**src/rtl/efc_tck_dr.sv**
```systemverilog
// efc_tck_dr: JTAG-style shift data register with channel capture/update and length checking
module efc_tck_dr #(
    parameter int WIDTH = 32,
    parameter int NCH   = 4,
    parameter int CHW   = 2,
    parameter int CNTW  = 6
) (
    input  logic                 tck,
    input  logic                 arst_l,
    input  logic                 ctu_efc_capturedr,
    input  logic                 ctu_efc_shiftdr,
    input  logic                 ctu_efc_updatedr,
    input  logic                 ctu_efc_data_in,
    input  logic                 ctu_efc_bypass,
    input  logic [CHW-1:0]       ctu_efc_ch_sel,
    input  logic [NCH*WIDTH-1:0] cap_data,
    input  logic                 clr_err,
    output logic                 efc_ctu_data_out,
    output logic [WIDTH-1:0]     upd_data,
    output logic [NCH-1:0]       upd_vld,
    output logic                 len_err
);
    typedef enum logic [1:0] {IDLE, CAPT, SHIFT} state_t;

    localparam logic [CNTW-1:0] CNT_FULL = CNTW'(WIDTH);
    localparam logic [CNTW-1:0] CNT_SAT  = CNTW'(WIDTH + 1);

    state_t           state, state_d;
    logic [WIDTH-1:0] sr, cap_slice, sr_shifted;
    logic [CNTW-1:0]  cnt;
    logic [CHW-1:0]   ch_q;
    logic             byp_q, byp_bit;
    logic             do_cap, do_shift, do_upd, active, commit, err_set;

    // command priority decode and next-state selection
    always_comb begin
        do_cap   = ctu_efc_capturedr;
        do_shift = !ctu_efc_capturedr && ctu_efc_shiftdr;
        do_upd   = !ctu_efc_capturedr && !ctu_efc_shiftdr && ctu_efc_updatedr;
        active   = state != IDLE;
        state_d  = do_cap             ? CAPT  :
                   do_shift && active ? SHIFT :
                   do_upd && active   ? IDLE  : state;
        commit   = do_upd && active && !byp_q && cnt == CNT_FULL && int'(ch_q) < NCH;
        err_set  = do_upd && active && !byp_q && !(cnt == CNT_FULL && int'(ch_q) < NCH);
        sr_shifted = {sr[WIDTH-2:0], ctu_efc_data_in};
    end

    // select the capture slice; out-of-range channels capture zeros
    always_comb begin
        cap_slice = '0;
        for (int k = 0; k < NCH; k++)
            if (int'(ctu_efc_ch_sel) == k) cap_slice = cap_data[k*WIDTH +: WIDTH];
    end

    // FSM state register
    always_ff @(posedge tck or negedge arst_l)
        if (!arst_l) state <= IDLE;
        else         state <= state_d;

    // shift datapath, commit strobe and sticky length error
    always_ff @(posedge tck or negedge arst_l) begin
        if (!arst_l) begin
            sr       <= '0;
            cnt      <= '0;
            ch_q     <= '0;
            byp_q    <= 1'b0;
            byp_bit  <= 1'b0;
            upd_data <= '0;
            upd_vld  <= '0;
            len_err  <= 1'b0;
        end else begin
            upd_vld <= '0;
            if (do_cap) begin
                sr      <= cap_slice;
                ch_q    <= ctu_efc_ch_sel;
                byp_q   <= ctu_efc_bypass;
                cnt     <= '0;
                byp_bit <= 1'b0;
            end else if (do_shift) begin
                if (!active) sr <= sr_shifted;
                else if (byp_q) byp_bit <= ctu_efc_data_in;
                else begin
                    sr  <= sr_shifted;
                    cnt <= (cnt == CNT_SAT) ? cnt : cnt + CNTW'(1);
                end
            end
            if (commit) begin
                upd_data <= sr;
                upd_vld  <= NCH'(1) << ch_q;
            end
            len_err <= err_set | (len_err & ~clr_err);
        end
    end

    assign efc_ctu_data_out = byp_q ? byp_bit : sr[WIDTH-1];
endmodule

```
**config.mk**
```make
export PLATFORM = sky130hd
export DESIGN_NAME = efc_tck_dr
export DESIGN_NICKNAME = d
export VERILOG_FILES = /design/src/rtl/efc_tck_dr.sv
export SDC_FILE = /design/constraint.sdc
export NUM_CORES = 1
export LEC_CHECK = 0
export ABC_AREA = 0
export BUFFER_PORTS_ARGS = -buffer_cell sky130_fd_sc_hd__buf_2
export CAP_MARGIN = 20
export CORE_AREA = 2 2 105 107
export DETAILED_ROUTE_END_ITERATION = 10
export DIE_AREA = 0 0 107 109
export PLACE_DENSITY = 0.76
export SYNTH_ARGS = -nofsm -noshare
export SYNTH_HDL_FRONTEND = slang
export SYNTH_SLANG_ARGS = --single-unit
```
**constraint.sdc**
```tcl
create_clock -name tck -period 1.7 [get_ports tck]
set_input_delay 0.085 -clock tck [delete_from_list [all_inputs] [get_ports tck]]
set_output_delay 0.085 -clock tck [all_outputs]
set_load 0.02 [all_outputs]
```
After elaboration in Yosys (flattened, before gate mapping) --
Cells that the tools add are included.
Operators by class: add/subtract/negate cells 1, multipliers 0, divide/modulo/power cells 0, $lt $le $gt $ge 0, eq/ne operators 8, shifts and indexed selects 1, mux-type cells 22, bitwise operators 3, reduce and logical (&&, ||, !) cells 21
Operators by type and width (count):
- $mux 32 | 8
- $mux 6 | 5
- $eq 6x6->1 const B | 2
- $logic_and 1x1->1 | 8
- $reduce_bool 2->1 | 4
- $add 6x1->6 const B | 1
- $mux 2 | 3
- $mux 1 | 5
- $eq 2x2->1 const B | 2
- $logic_not 1->1 | 4
- $mux 4 | 1
- $ne 2x2->1 const B | 2
- $reduce_and 4->1 | 1
- $shl 1x2->4 const A | 1
- $ne 3x3->1 const B | 1
- $reduce_and 3->1 | 1
- $reduce_bool 3->1 | 1
- $eq 2x1->1 const B | 1
- $logic_not 2->1 | 1
- $reduce_and 2->1 | 1
- $and 1x1->1 | 1
- $not 1->1 | 1
- $or 1x1->1 | 1
Word-level totals: register bits 81, latch bits 0, RAM bits 0, ROM bits 0, input port bits 138, output and inout port bits 38, word-level logic and storage cells 65, memories 0

Depth between registers and ports, before layout --
Gate-level depths: netlist (run 1).
word-level depth 7, depth in mapped cells 6, depth with buffers taken out 4

Least setup slack after synthesis (run 1) --
OpenSTA, ideal clock, no wires.
path kind flip-flop to flip-flop, from register cnt[3], to register upd_data[10], setup time 0.125 ns, data arrival time 1.554 ns, data required time 1.575 ns, path slack 0.021 ns, cell stages (with the launch flop) 5, path buffers 1, clock period less this slack 1.679 ns, cell sequence dfrtp_1 > nor4b_4 > o2111ai_4 > buf_6 > mux2_4
Between the ends: cells in the longest elaborated chain, start to end 2
RTL lines:
- start, declared | line 30 | logic [CNTW-1:0] cnt;
- start signal, assigned | line 85 | cnt <= (cnt == CNT_SAT) ? cnt : cnt + CNTW'(1);
- $eq 6x6->1 | line 44 | commit = do_upd && active && !byp_q && cnt == CNT_FULL && int'(ch_q) < NCH;
- $logic_and 1x1->1 | line 44
- end signal, assigned | line 89 | upd_data <= sr;
- end, declared | line 19 | output logic [WIDTH-1:0] upd_data,
Every way passes these cells. A chain may end at the register's enable or synchronous reset.

Worst setup path after layout (run 1) --
from register cnt[3], to register upd_data[20]
The elaborated chain is that of the path after synthesis.

==> results.json, run 1 <==
{
  "n_fill_cell": 911,
  "dieArea_um2": 11700,
  "gp_congestion": 0.858,
  "cp-end-kind": "flip-flop",
  "die_w_um": 107,
  "first_pass_iters": 4,
  "multi_input_area_um2": 2280,
  "tightestPinTransition_ns": 0.406,
  "holdCritPathClass": "input pin to flip-flop",
  "synth_compound_area_share_pct": 9.80,
  "fin_tns_setup_ns": 0,
  "core_area_um2": 10600,
  "fin_nets": 683,
  "synth.distinct_cells": 41,
  "synth_mux_area_share_pct": 26.7,
  "io_pins": 176,
  "drtAntennaViolNets": 0,
  "critPathArrivalTime_ns": 1.92,
  "syn_avg_cell_area_um2": 12.5,
  "cts.sinks": 81,
  "yosysMostFrequentCell": "dfrtp_1",
  "cts-root-buf": "clkbuf_8",
  "synth_top_family_by_area": "multiplexers",
  "pre_cts_ws_ns": 0.00653,
  "cts_setup_buffers": 0,
  "clock_latency_ns": 0.35,
  "seqCellArea_um2": 2030,
  "synth_top_area_share_pct": 44.0,
  "skew_ns": 0.0167,
  "diodes": 0,
  "highest_layer": "met4",
  "cts_tree": "yes",
  "syn_nets": 510,
  "reg2reg_depth": 4,
  "synthTopCellsByArea": "dfrtp_1 44%, mux4_2 16%, mux2_4 8.5%",
  "ys_seq_area_share_pct": 44.0,
  "syn_inst": 369,
  "wl_per_cell_um": 16.4,
  "path_buf_inv": 1,
  "clkSlewWorstSetupHoldPaths_ns": 0.09,
  "grtUsageTotal_pct": 19.9,
  "wl_met1_um": 4740,
  "fmax_mhz": 591,
  "ys_top_cells_by_count": "81 x dfrtp_1, 37 x inv_1, 35 x nand2_1",
  "setup_viol": 0,
  "wirelength_um": 11300,
  "vias": 3711,
  "setup_ws_ns": 0.00863,
  "wl_met3_um": 653,
  "start_util_pct": 43.5,
  "layout-drive-gt1-share_pct": 52.5,
  "irDropWorstVdd_mv": 0.348,
  "rrSetupSlack_ns": 0.009,
  "start_kind": "flip-flop",
  "crit_end": "upd_data[20]",
  "synthArstFlopShare_pct": 100,
  "antenna_found_initial": 0,
  "ys_seq_elements": 81,
  "grt_pass1_vias": 3736,
  "routed-wl-met2_um": 5760,
  "synth-main-ff-cell": "dfrtp_1",
  "rows": 38,
  "synthSimpleGateAreaFrac_pct": 11.9,
  "critPathMaxStageDelay_ns": 0.46,
  "reg2reg_from": "cnt[3]",
  "path_delay_family": "flip-flops",
  "cp.required_ns": 1.93,
  "period_needed_ns": 1.69,
  "rsz0062_at_grt": "true",
  "slew_headroom_pct": 72.9,
  "synthAdderAreaFrac_pct": 0.815,
  "grt_pass1_wl_um": 18200,
  "dp_hpwl_um": 8580,
  "post-route-period-util_pct": 99.5,
  "critPathMaxFanout": 17,
  "yosys_warnings": 0,
  "clk_path_buf_depth": 2,
  "synth_edf_count": 0,
  "status": "completed",
  "syn_area_um2": 4610,
  "crit_type": "flip-flop to flip-flop",
  "grt_max_degree": 108,
  "drtIter0Drc": 222,
  "drc_errors": 0,
  "portBuffers": 175,
  "p_per_area_nw_per_um2": 739,
  "hold_viol": 0,
  "power_uw": 4420,
  "critical_path_depth": 4,
  "crit_chain": "nor4b_4, o2111ai_4, buf_12, mux2_4",
  "cp_slowest_cell": "dfrtp_2",
  "grt-ovfl-total": 0,
  "area_growth_pct": 29.9,
  "r2r-end": "upd_data[20]",
  "via_per_inst": 5.40,
  "cts_made_buffers": 9,
  "synth-xor-area-share_pct": 0,
  "drv_cap": 0,
  "die_h_um": 109,
  "cts_max_level": 3,
  "startpoint": "cnt[3]",
  "p_leak_uw": 0.00298,
  "slew_violations": 0,
  "yosys.area.top_type": "dfrtp_1"
}
## state kept, by name, indices dropped and copies added, names as in the netlist
| signal | flops |
|---|---|
| upd_data | 32 |
| len_err | 1 |
| byp_q | 1 |
| ch_q | 2 |
| upd_vld | 4 |
| state | 2 |
| cnt | 6 |
| sr | 32 |
| byp_bit | 1 |
## worst reg2reg max path, stage by stage, from the launching register on
cell and delay [ns]:
dfrtp_2 0.46, nor4b_4 0.38, o2111ai_4 0.21, buf_12 0.21
mux2_4 0.32
## per-stage QoR
stage	hold slack (ns)	instances	cell area, um^2	util [%]
finish	0.0142	687	5980	56.4
global route	0.0355	687	5980	56.4
CTS	0.000102	687	5980	56.4
detailed placement	-0.0576	667	5730	54.0
global placement	-0.0618	667	5730	54.0
floorplan	-0.211	369	4610	-
## cell families (layout without fill, tap and decap cells)
kind of cell,after synthesis,after routing
AOI/OAI and AO/OA,54,54
adders and majority gates,3,3
buffers and inverters,73,251
DFF,81,81
muxes,69,69
and+or+nand+nor,89,89
## worst min-delay path by stage
stage	cells after the start	endpoint	start
after floorplan	0	byp_bit	arst_l
after global placement	1	sr[29]	arst_l
after global routing	3	byp_bit	ctu_efc_data_in
final	3	byp_bit	ctu_efc_data_in
after CTS	3	byp_bit	ctu_efc_data_in
after detailed placement	1	sr[28]	arst_l
## area by class of cell
cell class	count	area share [%]
clock buffer	9	2.07
inverter	37	2.32
sequential	81	33.9
timing repair buffer	198	19.2
tap	140	2.93
multi-input combinational	215	38.2
clock inverter	7	1.42
## repair_timing
action / 4_1_cts / 5_1_grt
pin swaps: 1 / 2
cloned: 0 / 0
hold endpoints to repair: 84 / 0
resized for setup: 0 / 7
endpoints found under the setup margin: 21 / 37
hold buffers: 4 / 0
## routing by layer
| layer | global-route usage (%) | vias to the layer above |
|---|---|---|
| met3 | 2.93 | 10 |
| met5 | 0 | - |
| li1 | - | 1741 |
| met2 | 34.8 | 153 |
| met1 | 25.8 | 1807 |
| met4 | 5.94 | 0 |
## cell usage in the layout, fill, tap and decap left out, types with 2 or more instances in the layout
cell type,n
buf_2,174
dfrtp_1,79
inv_1,37
nand2_1,35
mux4_2,32
o311ai_0,26
mux2_4,26
nand4b_1,24
buf_4,13
mux2_2,9
clkbuf_8,9
buf_12,7
nor2_1,5
nor3_1,4
o21ai_0,4
nand2b_1,4
a21oi_1,4
o311ai_1,4
nand3_1,4
o31ai_1,4
dlygate4sd3_1,4
nor2b_1,3
ha_1,3
inv_6,3
nor4b_4,2
a221o_1,2
nand4_1,2
mux2i_1,2
o211ai_1,2
clkinv_4,2
dfrtp_2,2
## where the power goes
group	leakage (uW)	internal [uW]	switching (uW)
Clock	0.000107	710	763
Combinational	0.00181	415	371
Sequential	0.00106	2050	111
Note: power is estimated with default switching activity, not from simulation.
==> inputs of run 2 (changes only) <==
- ABC_AREA: 0 -> 1
- CORE_AREA: 2 2 105 107 -> 2 2 104 106
- DIE_AREA: 0 0 107 109 -> 0 0 106 108
- PLACE_DENSITY: 0.76 -> 0.74
- clock period: 1.7 -> 1.75 ns (I/O delays scaled with it)
==> results.json, run 2 <==
{
  "grt_pass1_wl_um": 21800,
  "rows": 37,
  "ys_top_cells_by_count": "233 x nand2_1, 97 x nor2_1, 81 x dfrtp_1",
  "cts.sinks": 81,
  "cts_made_buffers": 9,
  "synthArstFlopShare_pct": 100,
  "holdCritPathClass": "input pin to flip-flop",
  "yosysMostFrequentCell": "nand2_1",
  "place_inst": 961,
  "grt_pass1_vias": 4394,
  "cts_setup_buffers": 0,
  "layout-drive-gt1-share_pct": 26.5,
  "skew_ns": 0.0146,
  "top_regs": "sr x32, upd_data x32, cnt x6",
  "cts_tree": "yes",
  "synth_top_area_share_pct": 44.2,
  "cp-end-kind": "flip-flop",
  "p_per_area_nw_per_um2": 805,
  "drc_errors": 0,
  "seqCellArea_um2": 2030,
  "grt_max_degree": 69,
  "irDropWorstVdd_mv": 0.488,
  "core_area_um2": 10200,
  "synth.distinct_cells": 28,
  "slew_headroom_pct": 64.3,
  "drtAntennaViolNets": 0,
  "cp.required_ns": 1.97,
  "gp_congestion": 0.794,
  "tightestPinTransition_ns": 0.536,
  "wl_per_cell_um": 13.8,
  "dieArea_um2": 11400,
  "via_per_inst": 4.89,
  "fin_tns_setup_ns": 0,
  "grtUsageTotal_pct": 24.3,
  "antenna_found_initial": 0,
  "slew_violations": 0,
  "ys_seq_elements": 81,
  "cts-root-buf": "clkbuf_8",
  "die_w_um": 106,
  "syn_nets": 808,
  "fin_cells": 980,
  "fin_nets": 980,
  "hp-start": "ctu_efc_updatedr",
  "ys_seq_area_share_pct": 44.2,
  "clk_path_buf_depth": 2,
  "critPathArrivalTime_ns": 1.79,
  "first_pass_iters": 5,
  "setup_viol": 0,
  "cts_max_level": 3,
  "area_growth_pct": 28.6,
  "post-route-period-util_pct": 89.7,
  "startpoint": "cnt[0]",
  "hold_viol": 0,
  "yosys.area.top_type": "dfrtp_1",
  "drv_cap": 0,
  "rsz0062_at_grt": "false",
  "layout_common_cells": "233 x nand2_1, 174 x buf_2, 95 x nor2_1",
  "drtIter0Drc": 270,
  "wirelength_um": 13500,
  "clock_latency_ns": 0.36,
  "n_fill_cell": 1011,
  "syn_avg_cell_area_um2": 6.88,
  "dp_hpwl_um": 10300,
  "diodes": 0,
  "die_h_um": 108,
  "final_common_cell": "nand2_1",
  "grt-ovfl-total": 0,
  "synthTopCellsByArea": "dfrtp_1 44%, nand2_1 19%, nor2_1 7.9%",
  "yosys_warnings": 0,
  "syn_inst": 667,
  "portBuffers": 175,
  "fmax_mhz": 637,
  "clkSlewWorstSetupHoldPaths_ns": 0.08,
  "status": "completed",
  "reg2reg_from": "cnt[0]",
  "period_needed_ns": 1.57,
  "synth-main-ff-cell": "dfrtp_1",
  "synth_edf_count": 0,
  "syn_area_um2": 4590,
  "start_util_pct": 44.8,
  "crit_type": "flip-flop to flip-flop",
  "vias": 4795,
  "critPathMaxFanout": 68,
  "multi_input_area_um2": 2150,
  "p_leak_uw": 0.00325,
  "start_kind": "flip-flop",
  "io_pins": 176
}
[run 2: layer usage]
layer / up-vias / global-route usage, % / wire length [um]
met4: 0 / 7.99 / 260
li1: 2423 / - / -
met2: 182 / 39.5 / 6330
met1: 2169 / 33.9 / 6070
met3: 21 / 3.32 / 873
met5: - / 0 / 0
[run 2: where the power goes]
part           internal [uW]  switching [uW]
clock network            956             704
registers               2030             109
logic                    376             570
total                   3360            1380
[run 2: through the flow]
stage               hold WS (ns)  utilization, %  area (um^2)  power, uW  worst slack, ns
floorplan                 -0.208               -         4590       2710            0.312
global placement           0.107            55.0         5630       3090            0.261
detailed placement         0.104            55.0         5630       3110            0.209
CTS                       0.0102            57.6         5900       4770            0.187
global route              0.0369            57.6         5900       5020          0.00939
finish                    0.0290            57.6         5900       4750            0.180
[run 2: cell type report]
class / count / area share, %
clock buffers: 10 / 2.16
clock inverters: 6 / 1.95
inverters: 57 / 3.63
multi-input cells: 492 / 36.4
flip-flops and latches: 81 / 34.4
well taps: 136 / 2.89
repair buffers: 198 / 18.6
[run 2: logic make-up after synthesis]
family / Yosys count / synth area share [%]
compound gates: 98 / 10.9
xor+xnor: 3 / 0.573
fa+ha+maj: 3 / 0.819
buf+inv: 94 / 9.22
flops: 81 / 44.2
simple gates: 388 / 34.3
[run 2: critical path, stage by stage (launching register included)]
cell and delay (ns):
dfrtp_1 0.46, inv_1 0.09, ha_1 0.22, and3_1 0.19, nand2_2 0.07, buf_12 0.25, o21ai_0 0.12
[run 2: worst paths after layout]
| path | slack [ns] | cells after the start | endpoint |
|---|---|---|---|
| max in group asynchronous | 0.94 | 3 | sr[5] |
| worst min-delay path | 0.03 | 3 | state[1] |
| worst max register to register | 0.18 | 6 | upd_data[16] |
| min in group asynchronous | 0.26 | 2 | state[1] |
| worst min register to register | 0.47 | 1 | upd_vld[0] |
| worst max-delay path | 0.18 | 6 | upd_data[16] |
[run 2: repair_timing]
action | 4_1_cts | 5_1_grt
resized for setup | 0 | 0
hold buffers | 3 | 0
hold endpoints to repair | 41 | 0
==> inputs of run 3 (changes only) <==
- ABC_AREA: 1 -> not set
- CORE_AREA: 2 2 104 106 -> 2 2 105 107
- DIE_AREA: 0 0 106 108 -> 0 0 107 109
- PLACE_DENSITY: 0.74 -> 0.73
==> results.json, run 3 (synthesized netlist as in run 1, its figures left out) <==
{
  "grt_pass1_vias": 3866,
  "cts_max_level": 3,
  "clock_latency_ns": 0.35,
  "critPathArrivalTime_ns": 1.87,
  "p_sw_share_pct": 25.6,
  "met3_usage_pct": 3.41,
  "wirelength_um": 11700,
  "core_area_um2": 10600,
  "start_kind": "flip-flop",
  "cts.sinks": 81,
  "gr-usage-met2_pct": 36.2,
  "irDropWorstVdd_mv": 0.464,
  "drtAntennaViolNets": 0,
  "post-route-period-util_pct": 93.5,
  "grt-ovfl-total": 0,
  "power.internal_uw": 3340,
  "final_common_cell": "buf_2",
  "die_h_um": 109,
  "critPathMaxFanout": 17,
  "fmax_mhz": 611,
  "cts-root-buf": "clkbuf_8",
  "p_switching_uw": 1150,
  "grt_util_met1_pct": 27.1,
  "first_pass_iters": 4,
  "crit_type": "flip-flop to flip-flop",
  "diodes": 0,
  "p_leak_uw": 0.00297,
  "cp_slowest_cell": "dfrtp_1",
  "holdCritPathClass": "input pin to flip-flop",
  "slew_violations": 0,
  "hold_viol": 0,
  "cts_tree": "yes",
  "hold_ws_ns": 0.0400,
  "p_comb_share_pct": 16.9,
  "final_core_util_pct": 56.4,
  "grt_max_degree": 108,
  "drv_cap": 0,
  "die_w_um": 107,
  "power_uw": 4490,
  "skew_ns": 0.0119,
  "status": "completed",
  "cts_made_buffers": 9,
  "grt_pass1_wl_um": 19100,
  "vias": 3788,
  "wl_per_cell_um": 17.1,
  "cp.required_ns": 1.99,
  "io_pins": 176,
  "top_regs": "sr x32, upd_data x32, cnt x6",
  "fin_cells": 685,
  "pwr-share-clk_pct": 36.2,
  "tightestPinTransition_ns": 0.558,
  "drtIter0Drc": 178,
  "portBuffers": 175,
  "path_buf_inv": 1,
  "dieArea_um2": 11700,
  "critPathMaxStageDelay_ns": 0.44,
  "grtUsageTotal_pct": 21.0,
  "via_per_inst": 5.53,
  "antenna_found_initial": 0,
  "drc_errors": 0,
  "start_util_pct": 43.5,
  "layout_common_cells": "174 x buf_2, 80 x dfrtp_1, 37 x inv_1",
  "layout-drive-gt1-share_pct": 51.9,
  "gp_congestion": 0.801,
  "grt.busiest_layer": "met2",
  "cp-end-kind": "flip-flop",
  "area_growth_pct": 29.8,
  "period_needed_ns": 1.64,
  "path_delay_family": "flip-flops",
  "clkSlewWorstSetupHoldPaths_ns": 0.08,
  "dp_hpwl_um": 8700,
  "p_seq_share_pct": 46.9,
  "setup_viol": 0,
  "rows": 38,
  "fin_nets": 681,
  "clk_path_buf_depth": 2,
  "crit_chain": "nor4b_4, o2111ai_4, buf_6, mux2_4",
  "place_inst": 665,
  "slew_headroom_pct": 62.8,
  "cts_setup_buffers": 0,
  "p_per_area_nw_per_um2": 750
}
-- run 3: final cells by class --
| cell class | count | area (um^2) |
|---|---|---|
| flip-flops and latches | 81 | 2030 |
| well taps | 140 | 175 |
| clock buffers | 11 | 131 |
| fillers | 894 | 4620 |
| repair buffers | 196 | 1110 |
| multi-input cells | 215 | 2290 |
| clock inverters | 5 | 104 |
| inverters | 37 | 139 |
-- run 3: repair_timing --
action,CTS,global route
endpoints found under the setup margin,0,17
hold endpoints to repair,44,0
resized for setup,0,5
hold buffers,4,0
-- run 3: power groups by stage --
stage / combinational [uW] / clock, uW / sequential [uW]
after global placement: 730 / 0 / 2130
after global routing: 848 / 1710 / 2120
final: 757 / 1620 / 2110
after CTS: 766 / 1640 / 2100
after detailed placement: 753 / 0 / 2140
after floorplan: 445 / 0 / 2100
-- run 3: worst min-delay path: stages --
cell     delay [ns]
buf_2          0.10
mux2i_1        0.06
nor2_1         0.10
-- run 3: stage by stage --
| step | setup WS (ns) | instance area [um^2] | setup TNS [ns] |
|---|---|---|---|
| after floorplan | 0.0706 | 4610 | 0 |
| after global placement | 0.0759 | 5690 | 0 |
| after detailed placement | 0.0462 | 5690 | 0 |
| after CTS | 0.0326 | 5960 | 0 |
| after global routing | -0.00501 | 5980 | -0.00501 |
| final | 0.114 | 5980 | 0 |
-- run 3: path summary, 6_finish.rpt --
path	start	to	depth (start not counted)	slack [ns]
min in group asynchronous	arst_l	upd_data[28]	2	0.26
worst min-delay path	ctu_efc_data_in	byp_bit	3	0.04
worst min register to register	ch_q[1]	upd_vld[0]	1	0.46
max in group asynchronous	arst_l	state[1]	3	0.88
worst max register to register	cnt[3]	upd_data[25]	4	0.11
worst max-delay path	cnt[3]	upd_data[25]	4	0.11
-- run 3: layer usage --
metal  vias up  wire [um]
met5         -          0
met4         0        237
met3        15        659
met2       135       6080
met1      1904       4740
li1       1734          -
